===== config.mk =====
export PLATFORM = sky130hd
export DESIGN_NAME = mc_ctrl_flat
export DESIGN_NICKNAME = d
export VERILOG_FILES = /design/src/rtl/mc_ctrl_if.sv /design/src/rtl/mc_ctrl.sv /design/src/flat_wrapper.sv
export SDC_FILE = /design/constraint.sdc
export NUM_CORES = 1
export LEC_CHECK = 0
export BUFFER_PORTS_ARGS = -buffer_cell sky130_fd_sc_hd__buf_4
export CAP_MARGIN = 30
export CORE_MARGIN = 10
export CORE_UTILIZATION = 35
export CTS_CLUSTER_SIZE = 20
export DETAILED_ROUTE_END_ITERATION = 10
export GPL_TIMING_DRIVEN = 0
export PLACE_DENSITY = 0.66
export SLEW_MARGIN = 20
export SYNTH_ARGS = -nofsm -noshare
export SYNTH_HDL_FRONTEND = slang
export SYNTH_SLANG_ARGS = --single-unit
export TNS_END_PERCENT = 1

===== constraint.sdc =====
create_clock -name clk -period 2.6 [get_ports clk]
set_input_delay 0.39 -clock clk [delete_from_list [all_inputs] [get_ports clk]]
set_output_delay 0.39 -clock clk [all_outputs]
set_load 0.005 [all_outputs]

===== src/rtl/mc_ctrl_if.sv =====
// Control bundle between the mips IR/ALU and the main controller.
interface mc_ctrl_if;
  logic [5:0] op;
  logic [5:0] funct;
  logic       zero;
  logic       overflow;
  logic [3:0] status;
  logic       pc_we;
  logic       ir_we;
  logic [1:0] npc_sel;
  logic       reg_we;
  logic [1:0] reg_dst;
  logic [1:0] wd_sel;
  logic [1:0] ext_op;
  logic       alu_src_b;
  logic [2:0] alu_op;
  logic       dm_we;

  // Controller side: consumes instruction fields and flags, drives datapath controls.
  modport master (
    input  op, funct, zero, overflow,
    output status, pc_we, ir_we, npc_sel, reg_we, reg_dst, wd_sel,
           ext_op, alu_src_b, alu_op, dm_we
  );

  // Datapath side.
  modport slave (
    output op, funct, zero, overflow,
    input  status, pc_we, ir_we, npc_sel, reg_we, reg_dst, wd_sel,
           ext_op, alu_src_b, alu_op, dm_we
  );
endinterface


===== src/rtl/mc_ctrl.sv =====
// Multi-cycle main controller for the mips core: decodes op/funct and
// sequences fetch/decode/execute/memory/writeback.
module mc_ctrl (
  input  logic        clk,
  input  logic        rst,
  mc_ctrl_if.master   bus
);

  localparam int unsigned STATE_W = 4;

  typedef enum logic [STATE_W-1:0] {
    S0  = 4'd0,  S1  = 4'd1,  S2  = 4'd2,  S3  = 4'd3,
    S4  = 4'd4,  S5  = 4'd5,  S6  = 4'd6,  S7  = 4'd7,
    S8  = 4'd8,  S9  = 4'd9,  S10 = 4'd10, S11 = 4'd11
  } state_t;

  typedef enum logic [3:0] {
    I_NOP, I_LW, I_SW, I_ADDU, I_SUBU, I_SLT, I_BEQ,
    I_J, I_JAL, I_JR, I_ORI, I_LUI, I_ADDI, I_ADDIU
  } instr_t;

  localparam logic [2:0] ALU_ADD = 3'd0;
  localparam logic [2:0] ALU_SUB = 3'd1;
  localparam logic [2:0] ALU_OR  = 3'd2;
  localparam logic [2:0] ALU_SLT = 3'd3;

  state_t     state, state_nx;
  instr_t     instr;

  logic       pc_we, ir_we, reg_we, alu_src_b, dm_we;
  logic [1:0] npc_sel, reg_dst, wd_sel, ext_op;
  logic [2:0] alu_op;

  // Instruction decode from the registered IR fields; anything unknown is a nop.
  always_comb begin
    instr = I_NOP;
    case (bus.op)
      6'h00: begin
        case (bus.funct)
          6'h21:   instr = I_ADDU;
          6'h23:   instr = I_SUBU;
          6'h2a:   instr = I_SLT;
          6'h08:   instr = I_JR;
          default: instr = I_NOP;
        endcase
      end
      6'h23:   instr = I_LW;
      6'h2b:   instr = I_SW;
      6'h04:   instr = I_BEQ;
      6'h02:   instr = I_J;
      6'h03:   instr = I_JAL;
      6'h0d:   instr = I_ORI;
      6'h0f:   instr = I_LUI;
      6'h08:   instr = I_ADDI;
      6'h09:   instr = I_ADDIU;
      default: instr = I_NOP;
    endcase
  end

  // State register.
  always_ff @(posedge clk or negedge rst) begin
    if (!rst) state <= S0;
    else      state <= state_nx;
  end

  // Next-state and Moore-plus-decode outputs; all outputs forced low while in reset.
  always_comb begin
    state_nx  = S0;
    pc_we     = 1'b0;
    ir_we     = 1'b0;
    npc_sel   = 2'd0;
    reg_we    = 1'b0;
    reg_dst   = 2'd0;
    wd_sel    = 2'd0;
    ext_op    = 2'd0;
    alu_src_b = 1'b0;
    alu_op    = ALU_ADD;
    dm_we     = 1'b0;
    if (rst) begin
      case (state)
        S0: begin
          ir_we    = 1'b1;
          pc_we    = 1'b1;
          state_nx = S1;
        end
        S1: begin
          case (instr)
            I_LW, I_SW:                    state_nx = S2;
            I_ADDU, I_SUBU, I_SLT:         state_nx = S6;
            I_BEQ:                         state_nx = S8;
            I_J, I_JAL, I_JR:              state_nx = S9;
            I_ORI, I_LUI, I_ADDI, I_ADDIU: state_nx = S10;
            default:                       state_nx = S0;
          endcase
        end
        S2: begin
          alu_src_b = 1'b1;
          ext_op    = 2'd1;
          alu_op    = ALU_ADD;
          state_nx  = (instr == I_SW) ? S5 : S3;
        end
        S3: state_nx = S4;
        S4: begin
          reg_we  = 1'b1;
          reg_dst = 2'd0;
          wd_sel  = 2'd1;
        end
        S5: dm_we = 1'b1;
        S6: begin
          case (instr)
            I_SUBU:  alu_op = ALU_SUB;
            I_SLT:   alu_op = ALU_SLT;
            default: alu_op = ALU_ADD;
          endcase
          state_nx = S7;
        end
        S7: begin
          reg_we  = 1'b1;
          reg_dst = 2'd1;
          wd_sel  = 2'd0;
        end
        S8: begin
          alu_op  = ALU_SUB;
          ext_op  = 2'd1;
          pc_we   = bus.zero;
          npc_sel = 2'd1;
        end
        S9: begin
          pc_we = 1'b1;
          case (instr)
            I_JAL: begin
              npc_sel = 2'd2;
              reg_we  = 1'b1;
              reg_dst = 2'd2;
              wd_sel  = 2'd2;
            end
            I_JR:    npc_sel = 2'd3;
            default: npc_sel = 2'd2;
          endcase
        end
        S10: begin
          alu_src_b = 1'b1;
          case (instr)
            I_ORI: begin
              ext_op = 2'd0;
              alu_op = ALU_OR;
            end
            I_LUI: begin
              ext_op = 2'd2;
              alu_op = ALU_OR;
            end
            default: begin
              ext_op = 2'd1;
              alu_op = ALU_ADD;
            end
          endcase
          state_nx = S11;
        end
        S11: begin
          reg_we = 1'b1;
          if (instr == I_ADDI && bus.overflow) begin
            reg_dst = 2'd3;
            wd_sel  = 2'd3;
          end
        end
        default: state_nx = S0;
      endcase
    end
  end

  assign bus.status    = state;
  assign bus.pc_we     = pc_we;
  assign bus.ir_we     = ir_we;
  assign bus.npc_sel   = npc_sel;
  assign bus.reg_we    = reg_we;
  assign bus.reg_dst   = reg_dst;
  assign bus.wd_sel    = wd_sel;
  assign bus.ext_op    = ext_op;
  assign bus.alu_src_b = alu_src_b;
  assign bus.alu_op    = alu_op;
  assign bus.dm_we     = dm_we;

endmodule


===== src/flat_wrapper.sv =====
// flat-port wrapper written by rule: the top's interface ports become plain ports
module mc_ctrl_flat 
  (clk, rst, bus_op, bus_funct, bus_zero, bus_overflow, bus_status, bus_pc_we, bus_ir_we, bus_npc_sel, bus_reg_we, bus_reg_dst, bus_wd_sel, bus_ext_op, bus_alu_src_b, bus_alu_op, bus_dm_we);
  mc_ctrl_if bus_i ();
  input  logic clk;
  input  logic rst;
  input wire logic [$bits(bus_i.op)-1:0] bus_op;
  input wire logic [$bits(bus_i.funct)-1:0] bus_funct;
  input wire logic [$bits(bus_i.zero)-1:0] bus_zero;
  input wire logic [$bits(bus_i.overflow)-1:0] bus_overflow;
  output wire logic [$bits(bus_i.status)-1:0] bus_status;
  output wire logic [$bits(bus_i.pc_we)-1:0] bus_pc_we;
  output wire logic [$bits(bus_i.ir_we)-1:0] bus_ir_we;
  output wire logic [$bits(bus_i.npc_sel)-1:0] bus_npc_sel;
  output wire logic [$bits(bus_i.reg_we)-1:0] bus_reg_we;
  output wire logic [$bits(bus_i.reg_dst)-1:0] bus_reg_dst;
  output wire logic [$bits(bus_i.wd_sel)-1:0] bus_wd_sel;
  output wire logic [$bits(bus_i.ext_op)-1:0] bus_ext_op;
  output wire logic [$bits(bus_i.alu_src_b)-1:0] bus_alu_src_b;
  output wire logic [$bits(bus_i.alu_op)-1:0] bus_alu_op;
  output wire logic [$bits(bus_i.dm_we)-1:0] bus_dm_we;
  assign bus_i.op = bus_op;
  assign bus_i.funct = bus_funct;
  assign bus_i.zero = bus_zero;
  assign bus_i.overflow = bus_overflow;
  assign bus_status = bus_i.status;
  assign bus_pc_we = bus_i.pc_we;
  assign bus_ir_we = bus_i.ir_we;
  assign bus_npc_sel = bus_i.npc_sel;
  assign bus_reg_we = bus_i.reg_we;
  assign bus_reg_dst = bus_i.reg_dst;
  assign bus_wd_sel = bus_i.wd_sel;
  assign bus_ext_op = bus_i.ext_op;
  assign bus_alu_src_b = bus_i.alu_src_b;
  assign bus_alu_op = bus_i.alu_op;
  assign bus_dm_we = bus_i.dm_we;
  mc_ctrl u_core (.clk(clk), .rst(rst), .bus(bus_i));
endmodule

==> flow_summary_export.csv <==
group,metric,value,unit
outcome,status,"complete, no violations",
sta,finalCritPeriodShare,0.952,
finish,diodes,0,
setup_path,required,2210,ps
power,p_leak,0.587,nW
place,routabilityCongestion,0.875,
clock_tree,ctsRootBufferMaster,"clkbuf_4",
finish,fillerInstances,324,
clock_tree,numClockSinks,4,
detailed_routing,drt-total-wl,3780,um
clock_tree,clk_latency,230,ps
yosys,synth.yosys.seq_area_share,0.0897,
clock_tree,clkTransAtPathRegs,40,ps
finish,largest_reg_flops,4,
setup_path,start_kind,"input port",
clock_tree,htreeDepth,1,
sta,min_period,2480,ps
detailed_routing,drtIter0Drc,106,
sta,finalHoldViolCount,0,
yosys,synthesis.nets,174,
sta,max_freq,404,MHz
finish,fin_nets,214,
sta,holdWs,499,ps
run,maxCapViolCount,0,
finish,final_common_cell,"buf_4",
setup_path,cp_cell_sequence,"dlygate4sd3_1, buf_4, bufbuf_8, nand2_1, a2111oi_0, buf_4",
global_routing,grt_overflow_total,0,
setup_path,cp.depth,6,
setup_path,slowest_delay,530,ps
floorplanning,die_area,5850,um2
setup_path,setup.worst_path.class,"in -> out",
place,port_buffers,34,
floorplanning,io_pins,36,
yosys,postSynthAreaPerCell,7.20,um2
global_routing,grt_antenna_before_repair,0,
yosys,synth_top_flop_cell,"dfrtp_1",
sta,setup_viol,0,
setup_path,worstPathArrival,2090,ps
sta,slew_viol_final,0,
clock_tree,cts_buffer_depth,2,
setup_path,worst_path_most_repeated_cell,"buf_4",
yosys,ys_ff_latch,4,
detailed_routing,drt-pass1-iter-count,5,
yosys,synthDominantCellAreaShare,0.0897,
power,power,0.297,mW
clock_tree,cts_buffers,3,
finish,layout_common_cells,"buf_4 (36), nand2_1 (18), nor2_1 (13), a21oi_1 (9), nor3_1 (8)",
sta,skew,2.38,ps
min_path,min_path_type,"in -> async",
finish,layout-drive-gt1-share,0.342,
floorplanning,fp.dieH,76.5,um
detailed_routing,ant_nets,0,
setup_path,crit_path_top_delay_cell,"dlygate4sd3_1",
finish,syn2layout_area_growth,31.7,%
detailed_routing,vias,1359,
floorplanning,row_count,20,
detailed_routing,vias_per_cell,5.73,
yosys,syn-cell-area,1120,um2
place,dp_hpwl,3030,um
clock_tree,post_cts_buffers,0,
yosys,synth_edf_count,0,
setup_path,worst-path-max-fanout,9,
power,powerDensity,202,nW/um2
floorplanning,die_w,76.5,um
yosys,yosys-top-cells-area,"dfrtp_1 (9.0%), nand2_1 (6.1%), nor2_1 (4.4%)",
yosys,yosysTopAreaCell,"dfrtp_1",
global_routing,grt_pass1_vias,1323,
yosys,synthCells,155,
setup_path,rr_worst_depth,5,
yosys,yosysUniqueCellTypes,58,
global_routing,grt_pass1_wl,6290,um
setup_path,critPathBufInv,4,
setup_path,critical-path-top-delay-family,"buffers and inverters",
floorplanning,start_util,0.366,
yosys,yosysWarnings,0,
floorplanning,coreArea,3050,um2
yosys,async_flop_share,1.00,
sta,worst_slew_margin_rel,0.681,
global_routing,grt_usage,0.122,
detailed_routing,post_drt_wl_per_cell,15.9,um
detailed_routing,drc,0,
global_routing,grt_max_degree,11,
sta,tightest_slew,466,ps
clock_tree,cts_tree,"done",
power,vdd_drop_max,0.0683,mV
setup_path,critPathCaptureType,"output pin",
## metal layers
metal	GRT usage	vias up	part of all wire
li1	-	666	-
met1	0.156	631	0.43
met2	0.216	58	0.50
met3	0.0165	4	0.064
met4	0.0112	0	0.0016
met5	0	-	0
## metrics by stage
stage          worst slack (ps)  cells   util  cell area, um2  TNS (ps)
3_3_place_gp                200    233  0.467            1430         0
5_1_grt                   -14.7    237  0.482            1470     -14.7
4_1_cts                     137    237  0.478            1460         0
3_5_place_dp                169    233  0.467            1430         0
6_report                    124    237  0.482            1470         0
2_1_floorplan               610    155      -            1120         0
## path summary, 6_finish.rpt
kind                                                start                        endpoint  slack, ps
max                                                   rst                       bus_pc_we        120
max in group asynchronous                             rst  u_core.bus.status[1]$_DFF_PN0_       2000
min                                                   rst  u_core.bus.status[3]$_DFF_PN0_        500
min reg2reg                u_core.bus.status[0]$_DFF_PN0_  u_core.bus.status[0]$_DFF_PN0_        870
min in group clk                             bus_funct[3]  u_core.bus.status[2]$_DFF_PN0_        720
max reg2reg                u_core.bus.status[2]$_DFF_PN0_  u_core.bus.status[1]$_DFF_PN0_        920
## cell families after synthesis
family	Yosys count	synth area share
buffers and inverters	18	0.103
AOI/OAI and AO/OA	41	0.286
xor gates and xnor gates	2	0.0157
other	1	0.00336
DFF	4	0.0897
adders and majority gates	3	0.0336
and+or+nand+nor	86	0.469
## worst reg2reg max path, stage by stage, from the launching register on
cell,delay (ps)
dfrtp_1,360
clkbuf_1,190
nor2_1,420
nand3_1,160
a311o_1,290
o22ai_1,170
## where the power goes
part           total, mW  switching (mW)  internal, mW
Clock             0.0728          0.0214        0.0514
Combinational      0.156          0.0875        0.0685
Sequential        0.0687         0.00312        0.0656
## repair_timing
| item | 4_1_cts | 5_1_grt |
|---|---|---|
| gates resized for setup | 0 | 2 |
| endpoints found under the setup margin | 0 | 2 |
| endpoints found under the hold margin | 4 | 0 |
| hold buffers | 1 | 0 |
## Yosys cell counts, types with 4 or more instances
cell type / instances
dfrtp_1: 4
nand2_1: 18
nand4b_1: 5
nor2_1: 13
nand3_1: 6
o21ai_0: 6
inv_1: 7
nor3b_1: 5
a21oi_1: 9
nor2b_1: 4
nor3_1: 9
## final cells by class
cell class              instances  area (um2)  share of cell area
well taps                      44        55.1              0.0374
flip-flops and latches          4         100              0.0681
multi-input cells             133         912               0.620
plain buffers                  11        88.8              0.0604
repair buffers                 35         265               0.180
clock buffers                   3        22.5              0.0153
inverters                       7        26.3              0.0179
Note: power is estimated with default switching activity, not from simulation.
